[config.mk]
export PLATFORM = sky130hd
export DESIGN_NAME = can_bit_destuffer_flat
export DESIGN_NICKNAME = d
export VERILOG_FILES = /design/src/rtl/can_bit_destuffer_pkg.sv /design/src/rtl/can_bit_destuffer_if.sv /design/src/rtl/can_bit_destuffer.sv /design/src/flat_wrapper.sv
export SDC_FILE = /design/constraint.sdc
export NUM_CORES = 1
export LEC_CHECK = 0
export BUFFER_PORTS_ARGS = -buffer_cell sky130_fd_sc_hd__buf_2
export CELL_PAD_IN_SITES_DETAIL_PLACEMENT = 1
export CELL_PAD_IN_SITES_GLOBAL_PLACEMENT = 1
export CORE_ASPECT_RATIO = 0.9
export CORE_MARGIN = 2
export CORE_UTILIZATION = 40
export DETAILED_ROUTE_END_ITERATION = 12
export GPL_ROUTABILITY_DRIVEN = 0
export GPL_TIMING_DRIVEN = 0
export PLACE_DENSITY = 0.84
export SYNTH_ARGS = -nofsm -noshare
export SYNTH_HDL_FRONTEND = slang
export SYNTH_SLANG_ARGS = --single-unit
[constraint.sdc]
create_clock -name clk -period 1.75 [get_ports clk]
set_input_delay 0.2625 -clock clk [delete_from_list [all_inputs] [get_ports clk]]
set_output_delay 0.2625 -clock clk [all_outputs]
set_load 0.05 [all_outputs]
[src/rtl/can_bit_destuffer_pkg.sv]
// can_pkg: shared CAN bit-stream types and stuffing defaults for destuffer and frame controller.
package can_pkg;
   localparam int CNT_W            = 3;
   localparam int STUFF_RUN_DEF    = 5;
   localparam int FIXED_PERIOD_DEF = 4;
   typedef logic [CNT_W-1:0] cnt_t;
   typedef enum logic [1:0] {IDLE, COUNT, FIXED, ERR} state_e;
endpackage

[src/rtl/can_bit_destuffer_if.sv]
// can_bit_destuffer_if: sample-point bit stream into the destuffer and destuffed results out.
interface can_bit_destuffer_if;
   import can_pkg::*;
   logic sp;
   logic rx_bit;
   logic bs_on;
   logic fd_fixed;
   logic bit_out;
   logic bit_valid;
   logic is_stuff;
   logic stuff_err;
   cnt_t stuff_cnt;
   modport master (output sp, rx_bit, bs_on, fd_fixed, input bit_out, bit_valid, is_stuff, stuff_err, stuff_cnt);
   modport slave  (input sp, rx_bit, bs_on, fd_fixed, output bit_out, bit_valid, is_stuff, stuff_err, stuff_cnt);
endinterface

[src/rtl/can_bit_destuffer.sv]
// can_bit_destuffer: removes dynamic and FD fixed stuff bits at each sample point and flags stuff violations.
module can_bit_destuffer
   import can_pkg::*;
#(
   parameter int STUFF_RUN    = STUFF_RUN_DEF,
   parameter int FIXED_PERIOD = FIXED_PERIOD_DEF
) (
   input logic clk,
   input logic reset,
   can_bit_destuffer_if.slave bus
);
   state_e state, state_n;
   cnt_t run, run_n, fcnt, fcnt_n, cnt, cnt_n;
   logic last, last_n, out, out_n, valid, valid_n, stuff, stuff_n, err, err_n, fix;
   always_ff @(posedge clk or posedge reset) begin
      if (reset) begin
         state <= IDLE;
         run   <= '0;
         fcnt  <= '0;
         cnt   <= '0;
         last  <= 1'b1;
         out   <= 1'b1;
         valid <= 1'b0;
         stuff <= 1'b0;
         err   <= 1'b0;
      end else begin
         state <= state_n;
         run   <= run_n;
         fcnt  <= fcnt_n;
         cnt   <= cnt_n;
         last  <= last_n;
         out   <= out_n;
         valid <= valid_n;
         stuff <= stuff_n;
         err   <= err_n;
      end
   end
   always_comb begin
      state_n = state;
      run_n   = run;
      fcnt_n  = fcnt;
      cnt_n   = cnt;
      last_n  = last;
      out_n   = out;
      valid_n = 1'b0;
      stuff_n = stuff;
      err_n   = 1'b0;
      fix     = 1'b0;
      if (bus.sp) begin
         out_n   = bus.rx_bit;
         valid_n = 1'b1;
         stuff_n = 1'b0;
         case (state)
            IDLE: if (bus.bs_on) begin
               state_n = COUNT;
               last_n  = bus.rx_bit;
               run_n   = cnt_t'(1);
               cnt_n   = '0;
            end
            COUNT: if (!bus.bs_on) begin
               state_n = IDLE;
               run_n   = '0;
            end else if (run == cnt_t'(STUFF_RUN)) begin
               valid_n = 1'b0;
               stuff_n = bus.rx_bit != last;
               err_n   = bus.rx_bit == last;
               state_n = err_n ? ERR : COUNT;
               run_n   = err_n ? run : cnt_t'(1);
               last_n  = bus.rx_bit;
               cnt_n   = err_n ? cnt : cnt_t'(cnt + 1'b1);
            end else if (bus.fd_fixed) begin
               fix = 1'b1;
            end else begin
               run_n  = bus.rx_bit == last ? cnt_t'(run + 1'b1) : cnt_t'(1);
               last_n = bus.rx_bit;
            end
            FIXED: if (!bus.bs_on) begin
               state_n = IDLE;
               run_n   = '0;
            end else if (!bus.fd_fixed) begin
               state_n = COUNT;
               run_n   = cnt_t'(1);
               last_n  = bus.rx_bit;
            end else if (fcnt == cnt_t'(FIXED_PERIOD)) begin
               fix = 1'b1;
            end else begin
               fcnt_n = cnt_t'(fcnt + 1'b1);
               last_n = bus.rx_bit;
            end
            default: begin
               valid_n = 1'b0;
               state_n = bus.bs_on ? ERR : IDLE;
               run_n   = bus.bs_on ? run : '0;
            end
         endcase
         // fixed stuff bit: must complement the preceding bit, reloads the data-bit period
         if (fix) begin
            valid_n = 1'b0;
            stuff_n = bus.rx_bit != last;
            err_n   = bus.rx_bit == last;
            state_n = err_n ? ERR : FIXED;
            fcnt_n  = '0;
            last_n  = bus.rx_bit;
         end
      end
   end
   assign bus.bit_out   = out;
   assign bus.bit_valid = valid;
   assign bus.is_stuff  = stuff;
   assign bus.stuff_err = err;
   assign bus.stuff_cnt = cnt;
endmodule

[src/flat_wrapper.sv]
// flat-port wrapper written by rule: the top's interface ports become plain ports
module can_bit_destuffer_flat import can_pkg::*;
#(
   parameter int STUFF_RUN    = STUFF_RUN_DEF,
   parameter int FIXED_PERIOD = FIXED_PERIOD_DEF
)
  (clk, reset, bus_sp, bus_rx_bit, bus_bs_on, bus_fd_fixed, bus_bit_out, bus_bit_valid, bus_is_stuff, bus_stuff_err, bus_stuff_cnt);
  can_bit_destuffer_if bus_i ();
  input logic clk;
  input logic reset;
  input wire logic [$bits(bus_i.sp)-1:0] bus_sp;
  input wire logic [$bits(bus_i.rx_bit)-1:0] bus_rx_bit;
  input wire logic [$bits(bus_i.bs_on)-1:0] bus_bs_on;
  input wire logic [$bits(bus_i.fd_fixed)-1:0] bus_fd_fixed;
  output wire logic [$bits(bus_i.bit_out)-1:0] bus_bit_out;
  output wire logic [$bits(bus_i.bit_valid)-1:0] bus_bit_valid;
  output wire logic [$bits(bus_i.is_stuff)-1:0] bus_is_stuff;
  output wire logic [$bits(bus_i.stuff_err)-1:0] bus_stuff_err;
  output wire logic [$bits(bus_i.stuff_cnt)-1:0] bus_stuff_cnt;
  assign bus_i.sp = bus_sp;
  assign bus_i.rx_bit = bus_rx_bit;
  assign bus_i.bs_on = bus_bs_on;
  assign bus_i.fd_fixed = bus_fd_fixed;
  assign bus_bit_out = bus_i.bit_out;
  assign bus_bit_valid = bus_i.bit_valid;
  assign bus_is_stuff = bus_i.is_stuff;
  assign bus_stuff_err = bus_i.stuff_err;
  assign bus_stuff_cnt = bus_i.stuff_cnt;
  can_bit_destuffer #(.STUFF_RUN(STUFF_RUN), .FIXED_PERIOD(FIXED_PERIOD)) u_core (.clk(clk), .reset(reset), .bus(bus_i));
endmodule
==> results.md, run 1 <==
- Outcome: complete, but fails checks
- Violated checks: negative setup slack
- Max rail drop VDD: approximately 0.76 mV
- Area growth from synthesis to layout: 39.4%
- TritonCTS Buffers: 3
- Pin count of the biggest net entering global routing: 17
- Crit path DAT: around 2100 ps
- Synth Warn #: 0
- First-pass detailed-route iteration total: 4
- Core Box Area: 2730 µm²
- Hold crit path type: in2async
- Post-layout minimum cycle time: between 1500 and 2000 ps
- Initial antenna violation count: 0
- Max-slew violation count: 0
- Final Skew: slightly below 9 ps
- Cells taking the most area after synthesis: dfrtp_1 31%, ha_1 11%, dfstp_2 4.6%, inv_1 3.6%, a211oi_1 3.3%
- Dpl cells: approximately 170
- Post-synthesis adder-cell area fraction: between 10% and 20%
- Number of vias per cell: between 5 and 6
- Die Width: 60.2 µm
- Most used DFF post-synth: dfrtp_1
- Wire length of the first global-routing pass: between 5 and 6 mm
- Mapped Cells: ~120
- Vias in the first global route: 1,083
- Worst Setup End Kind: flip-flop
- Max_slew headroom: just under 60%
- Pleak: around 0.70 nW
- Synth Area in Compound Gates: ~17%
- Commonest cells post-synth: 14 x dfrtp_1, 11 x inv_1, 10 x ha_1, 8 x nand2_1, 6 x nand3_1
- Largest area contributor in the netlist: dfrtp_1
- Post-route clock period utilization: 103%
- CTS tree: done
- CTS root buffer: clkbuf_4
- Syn nets: between 100 and 150
- Post-Syn Area: 1140 µm²
- Final setup fails: 2
- All-Layer GR Usage: between 20% and 30%
- Setup TNS: -59.5 ps
- Register area share after synthesis: a little over a third
- Wire per inst: just over 20 µm
- Post-DP HPWL: between 2 and 2.5 mm
- Avg Inst Size Synth: around 9.6 µm²
- Worst-path cell chain: inv_2, ha_2, buf_8, nand4_1, o211a_1, o221ai_2, mux2_4
- Register bit count reported by yosys: 16
- Layout cells sized above 1: roughly 45%
- Netlist cell types: 44
- Post-synth top area share: a little under a third
- Power per cell area: between 1500 and 2000 nW/µm²
- Htree depth: 1
- Fin. Hold Viols: 0
- Clock sink total: 16
- Mux contribution to synthesized area: under 10%
- Diode count: 0
- Clk_lat worst skew: roughly 310 ps
- Worst Setup Slack, final: -45.4 ps
- Xor-xnor portion of the synthesized cell area: under 10%
- Fmax: 557 MHz
- Setup crit start kind: flip-flop
- Port-buffer cells: 11
- Die Footprint: 3290 µm²
- DRT Wirelength: 3.87 mm
- Largest family of logic cells by synthesized area: simple AND/OR/NAND/NOR gates
- Crit path kind: reg2reg
- Antenna-violating nets left: 0
- Post-synth EDFFs: 0
- Slew @ Worst Pin: approximately 630 ps
- Worst path max stage delay: between 400 and 500 ps
- Clock-pin slew on the worst setup and hold paths: approximately 110 ps
- Final std cells w/o fill: ~190
- Clock Path Buffers: 2
- Max Cap Viol: 0
- DRC errors left: 0
- FFs w/ async S/R, synth: 100%
- Highest-delay cell along the critical path: dfrtp_2
- Initial DRC Count: 23
- Grt total ovfl: 0
- CP Data Required Time: 2000 ps
- Starting Density: 41.7%
- RSZ-0062 raised after global routing: yes
- Hold-fix buffers, CTS: 0
- I/O pins: 13
- Simple-Gate Fraction of Synth Area: 18.8%
- Most common cell in the netlist: dfrtp_1
- Vias post-DR: approximately 1.1k
- # nets final: approximately 170
- Worst r2r src: u_core.state[0]
- Post-Route Utilization: just under 60%
- CP max FO: 7
- Cell row count: 18
- CP startpoint: u_core.state[0]
- Die height: around 55 µm
[report_power, final]
group / total, mW / internal [mW] / switching (mW)
sequential: 0.632 / 0.505 / 0.127
clock: 0.265 / 0.127 / 0.137
combinational: 1.82 / 0.792 / 1.02
total: 2.71 / 1.42 / 1.29
[state kept, by name (all words and copies together), names as in the netlist]
name,count
u_core.bus.stuff_err,1
u_core.bus.stuff_cnt,3
u_core.fcnt,3
u_core.state,2
u_core.last,1
u_core.bus.bit_out,1
u_core.bus.bit_valid,1
u_core.bus.is_stuff,1
u_core.run,3
[worst max-delay path, delay by kind of cell (launching register included)]
kind,cells,cell delay [ps]
fa+ha+maj,1,210
simple gates,1,140
buf+inv,2,230
compound gates,2,360
mux,1,320
flops,1,470
[per-stage QoR]
step	instance area [µm²]	setup WS, ps	total power, mW	hold slack (ps)
finish	1590	-45.4	2.71	8.74
CTS	1470	0.918	2.37	41.5
global route	1590	-107	2.86	53.3
detailed placement	1240	-160	1.78	373
floorplan	1140	21.0	1.49	175
global placement	1240	-109	1.70	357
[cell type report]
cell class | instances | area [µm²]
sequential | 16 | 404
fill | 311 | 1140
clock buffer | 4 | 36.3
inverter | 11 | 41.3
timing repair buffer | 27 | 191
tap | 40 | 50.0
multi-input combinational | 85 | 806
buffer | 6 | 56.3
[layout by cell type (no fill, tap or decap), types with 2 or more instances in the layout]
cell and n:
buf_2 14, buf_4 14, dfrtp_1 13, inv_1 9, nand2_1 8, ha_1 6, nor2_1 5, a211oi_1 5
nand4_1 4, nand3_1 4, a21o_1 3, mux2i_1 3, nor2b_1 3, mux2_4 3, nand2b_1 3, ha_2 3
clkbuf_4 3, buf_8 2, a21oi_4 2, and3_1 2, buf_6 2, o2111ai_2 2, nor3b_1 2, inv_2 2
dfstp_2 2
[path summary, 6_finish.rpt]
check	cells past startpoint	slack [ps]	endpoint
min in group clk	2	330	u_core.last
min	2	9	u_core.bus.is_stuff
min reg2reg	2	540	u_core.bus.is_stuff
max	7	-50	u_core.last
max reg2reg	7	-50	u_core.last
max in group asynchronous	2	1300	u_core.state[0]
[routing by layer]
layer,vias up,share of wire [%],global-route usage (%)
li1,493,-,-
met1,543,39,26.3
met2,32,53,41.3
met3,14,3.6,6.62
met4,0,4.5,15.9
met5,-,0,0
[what timing repair did]
item / CTS / global route
gates resized for setup: 21 / 17
setup endpoints to repair: 5 / 8
buffers inserted: 12 / 4
pin swaps: 3 / 6
[kinds of logic (layout without fill, tap and decap cells)]
| logic type | count (synthesis) | after routing |
|---|---|---|
| multiplexers | 7 | 7 |
| flip-flops | 16 | 16 |
| adder cells (fa/ha/maj) | 10 | 10 |
| buffers and inverters | 17 | 48 |
| AO/OA/AOI/OAI | 25 | 25 |
| AND/OR/NAND/NOR | 39 | 39 |
| XOR/XNOR | 4 | 4 |
(Power assumes the default switching activity.)
==> run 2, diff against run 1 <==
--- a/config.mk
+++ b/config.mk
@@ -5,13 +5,13 @@
 export SDC_FILE = /design/constraint.sdc
 export NUM_CORES = 1
 export LEC_CHECK = 0
-export BUFFER_PORTS_ARGS = -buffer_cell sky130_fd_sc_hd__buf_2
 export CELL_PAD_IN_SITES_DETAIL_PLACEMENT = 1
 export CELL_PAD_IN_SITES_GLOBAL_PLACEMENT = 1
 export CORE_ASPECT_RATIO = 0.9
 export CORE_MARGIN = 2
-export CORE_UTILIZATION = 40
+export CORE_UTILIZATION = 43
 export DETAILED_ROUTE_END_ITERATION = 12
+export DONT_BUFFER_PORTS = 1
 export GPL_ROUTABILITY_DRIVEN = 0
 export GPL_TIMING_DRIVEN = 0
 export PLACE_DENSITY = 0.84
==> results.md, run 2 (synthesis gave the netlist of run 1 again) <==
- Worst Setup End Kind: flip-flop
- Max Cap Viol: 0
- RSZ-0062 raised after global routing: yes
- Setup crit start kind: flip-flop
- CP Data Required Time: between 1500 and 2000 ps
- Wire per inst: between 20 and 25 µm
- Core Box Area: about 2500 µm²
- Wire length of the first global-routing pass: around 5.3 mm
- Setup TNS: 0 ps
- Post-route clock period utilization: a little over nine tenths
- Final setup fails: 0
- Diode count: 0
- Slew @ Worst Pin: between 600 and 700 ps
- Grt total ovfl: 0
- Die Footprint: a little over 3000 µm²
- FILL cells: 260
- Htree depth: 1
- CP max FO: 5
- FF/Latch Area: 407 µm²
- Highest-delay cell along the critical path: dfrtp_2
- Worst Reg2Reg Path Length in Cells: 6
- Pin count of the biggest net entering global routing: 17
- R2R Setup Slk: 50 ps
- Hold crit path type: in2reg
- Final Skew: between 9 and 10 ps
- Layout cells sized above 1: approximately two fifths
- Antenna-violating nets left: 0
- Fmax: slightly below 600 MHz
- Worst r2r src: u_core.state[1]
- Max-slew violation count: 0
- DRC errors left: 0
- Vias in the first global route: roughly 1.1k
- CTS tree: done
- Worst Setup Slack, final: ~46 ps
- Placement Cell Area: 1170 µm²
- Clk_lat worst skew: ~290 ps
- CTS root buffer: clkbuf_4
- Critical Path Sink: u_core.bus.stuff_cnt[0]
- Initial DRC Count: 38
- # nets final: 147
- Area growth from synthesis to layout: 29.2%
- Power per cell area: 1690 nW/µm²
- Max rail drop VDD: between 1 and 1.5 mV
- Die height: between 50 and 60 µm
- Outcome: finished clean
- Post-Route Utilization: about three fifths
- First-pass detailed-route iteration total: 4
- Cell row count: 17
- Pleak: between 0.6 and 0.7 nW
- Commonest non-fill, non-tap cell in the layout: dfrtp_1
- All-Layer GR Usage: a little under a quarter
- Dpl cells: about 150
- Starting Density: 45.7%
- Commonest non-fill, non-tap cells in the layout: 11 x dfrtp_1, 9 x inv_1, 8 x nand2_1, 7 x buf_4
- Worst-path cell chain: inv_4, ha_4, inv_1, o22ai_2, and3_4, mux2_4
- Hold WS: ~120 ps
- Die Width: about 58 µm
- Clock Path Buffers: 2
- Fin area: 1470 µm²
- CP startpoint: u_core.state[1]
- Worst path max stage delay: ~470 ps
- Multi-input logic area: just over 800 µm²
- Clock-pin slew on the worst setup and hold paths: 100 ps
- Crit path DAT: roughly 1900 ps
- TritonCTS Buffers: 3
- Max_slew headroom: 57.0%
- Post-layout minimum cycle time: ~1700 ps
- Clock sink total: 16
- Vias post-DR: roughly 1,000
- Initial antenna violation count: 0
- Final std cells w/o fill: about 160
- I/O pins: 13
- Fin. Hold Viols: 0
- DRT Wirelength: ~3.4 mm
- Total power: approximately 2.5 mW
- Crit path kind: reg2reg
- Post-DP HPWL: between 2 and 2.5 mm
- Port-buffer cells: 0
- Pre-CTS setup slack: -200 ps
- Critical R2R Capture: u_core.bus.stuff_cnt[0]
- Number of vias per cell: roughly 6.3
## run 2: metal layers
layer | routed length [µm] | GRT usage [%] | part of all wire (%)
met3 | 84 | 6.17 | 2.5
met5 | 0 | 0 | 0
met2 | 1780 | 40.9 | 53
met1 | 1460 | 28.4 | 43
met4 | 54 | 10.5 | 1.6
## run 2: where the power goes
group | internal (mW) | switching, mW
sequential | 0.507 | 0.339
combinational | 0.651 | 0.736
clock | 0.127 | 0.122
## run 2: cell type report
type	count	area share [%]
inverters	11	3.15
plain buffers	5	2.81
well taps	28	2.39
repair buffers	9	5.03
flip-flops and latches	16	27.7
multi-input cells	85	56.5
clock buffers	4	2.47
## run 2: timing repair
action / 4_1_cts / 5_1_grt
resized for setup: 16 / 26
setup buffers: 4 / 4
hold buffers: 1 / 0
pin swaps: 1 / 7
cloned: 0 / 0
hold endpoints to repair: 14 / 0
setup endpoints to repair: 7 / 9
## run 2: how the worst min path moves through the flow
stage,startpoint,end,slack (ps),cells after the start
2_1_floorplan,reset,u_core.bus.bit_valid,170,1
3_3_place_gp,reset,u_core.bus.is_stuff,250,1
3_5_place_dp,reset,u_core.bus.is_stuff,260,1
4_1_cts,bus_rx_bit,u_core.last,100,1
5_1_grt,bus_rx_bit,u_core.bus.bit_out,90,1
6_report,bus_rx_bit,u_core.last,120,1
## run 2: worst max-delay path, delay by kind of cell, from the launching register on
family | cells | cell delay, ps
AOI/OAI and AO/OA | 1 | 200
adders and majority gates | 1 | 160
buffers and inverters | 2 | 210
DFF | 1 | 470
muxes | 1 | 320
and+or+nand+nor | 1 | 240
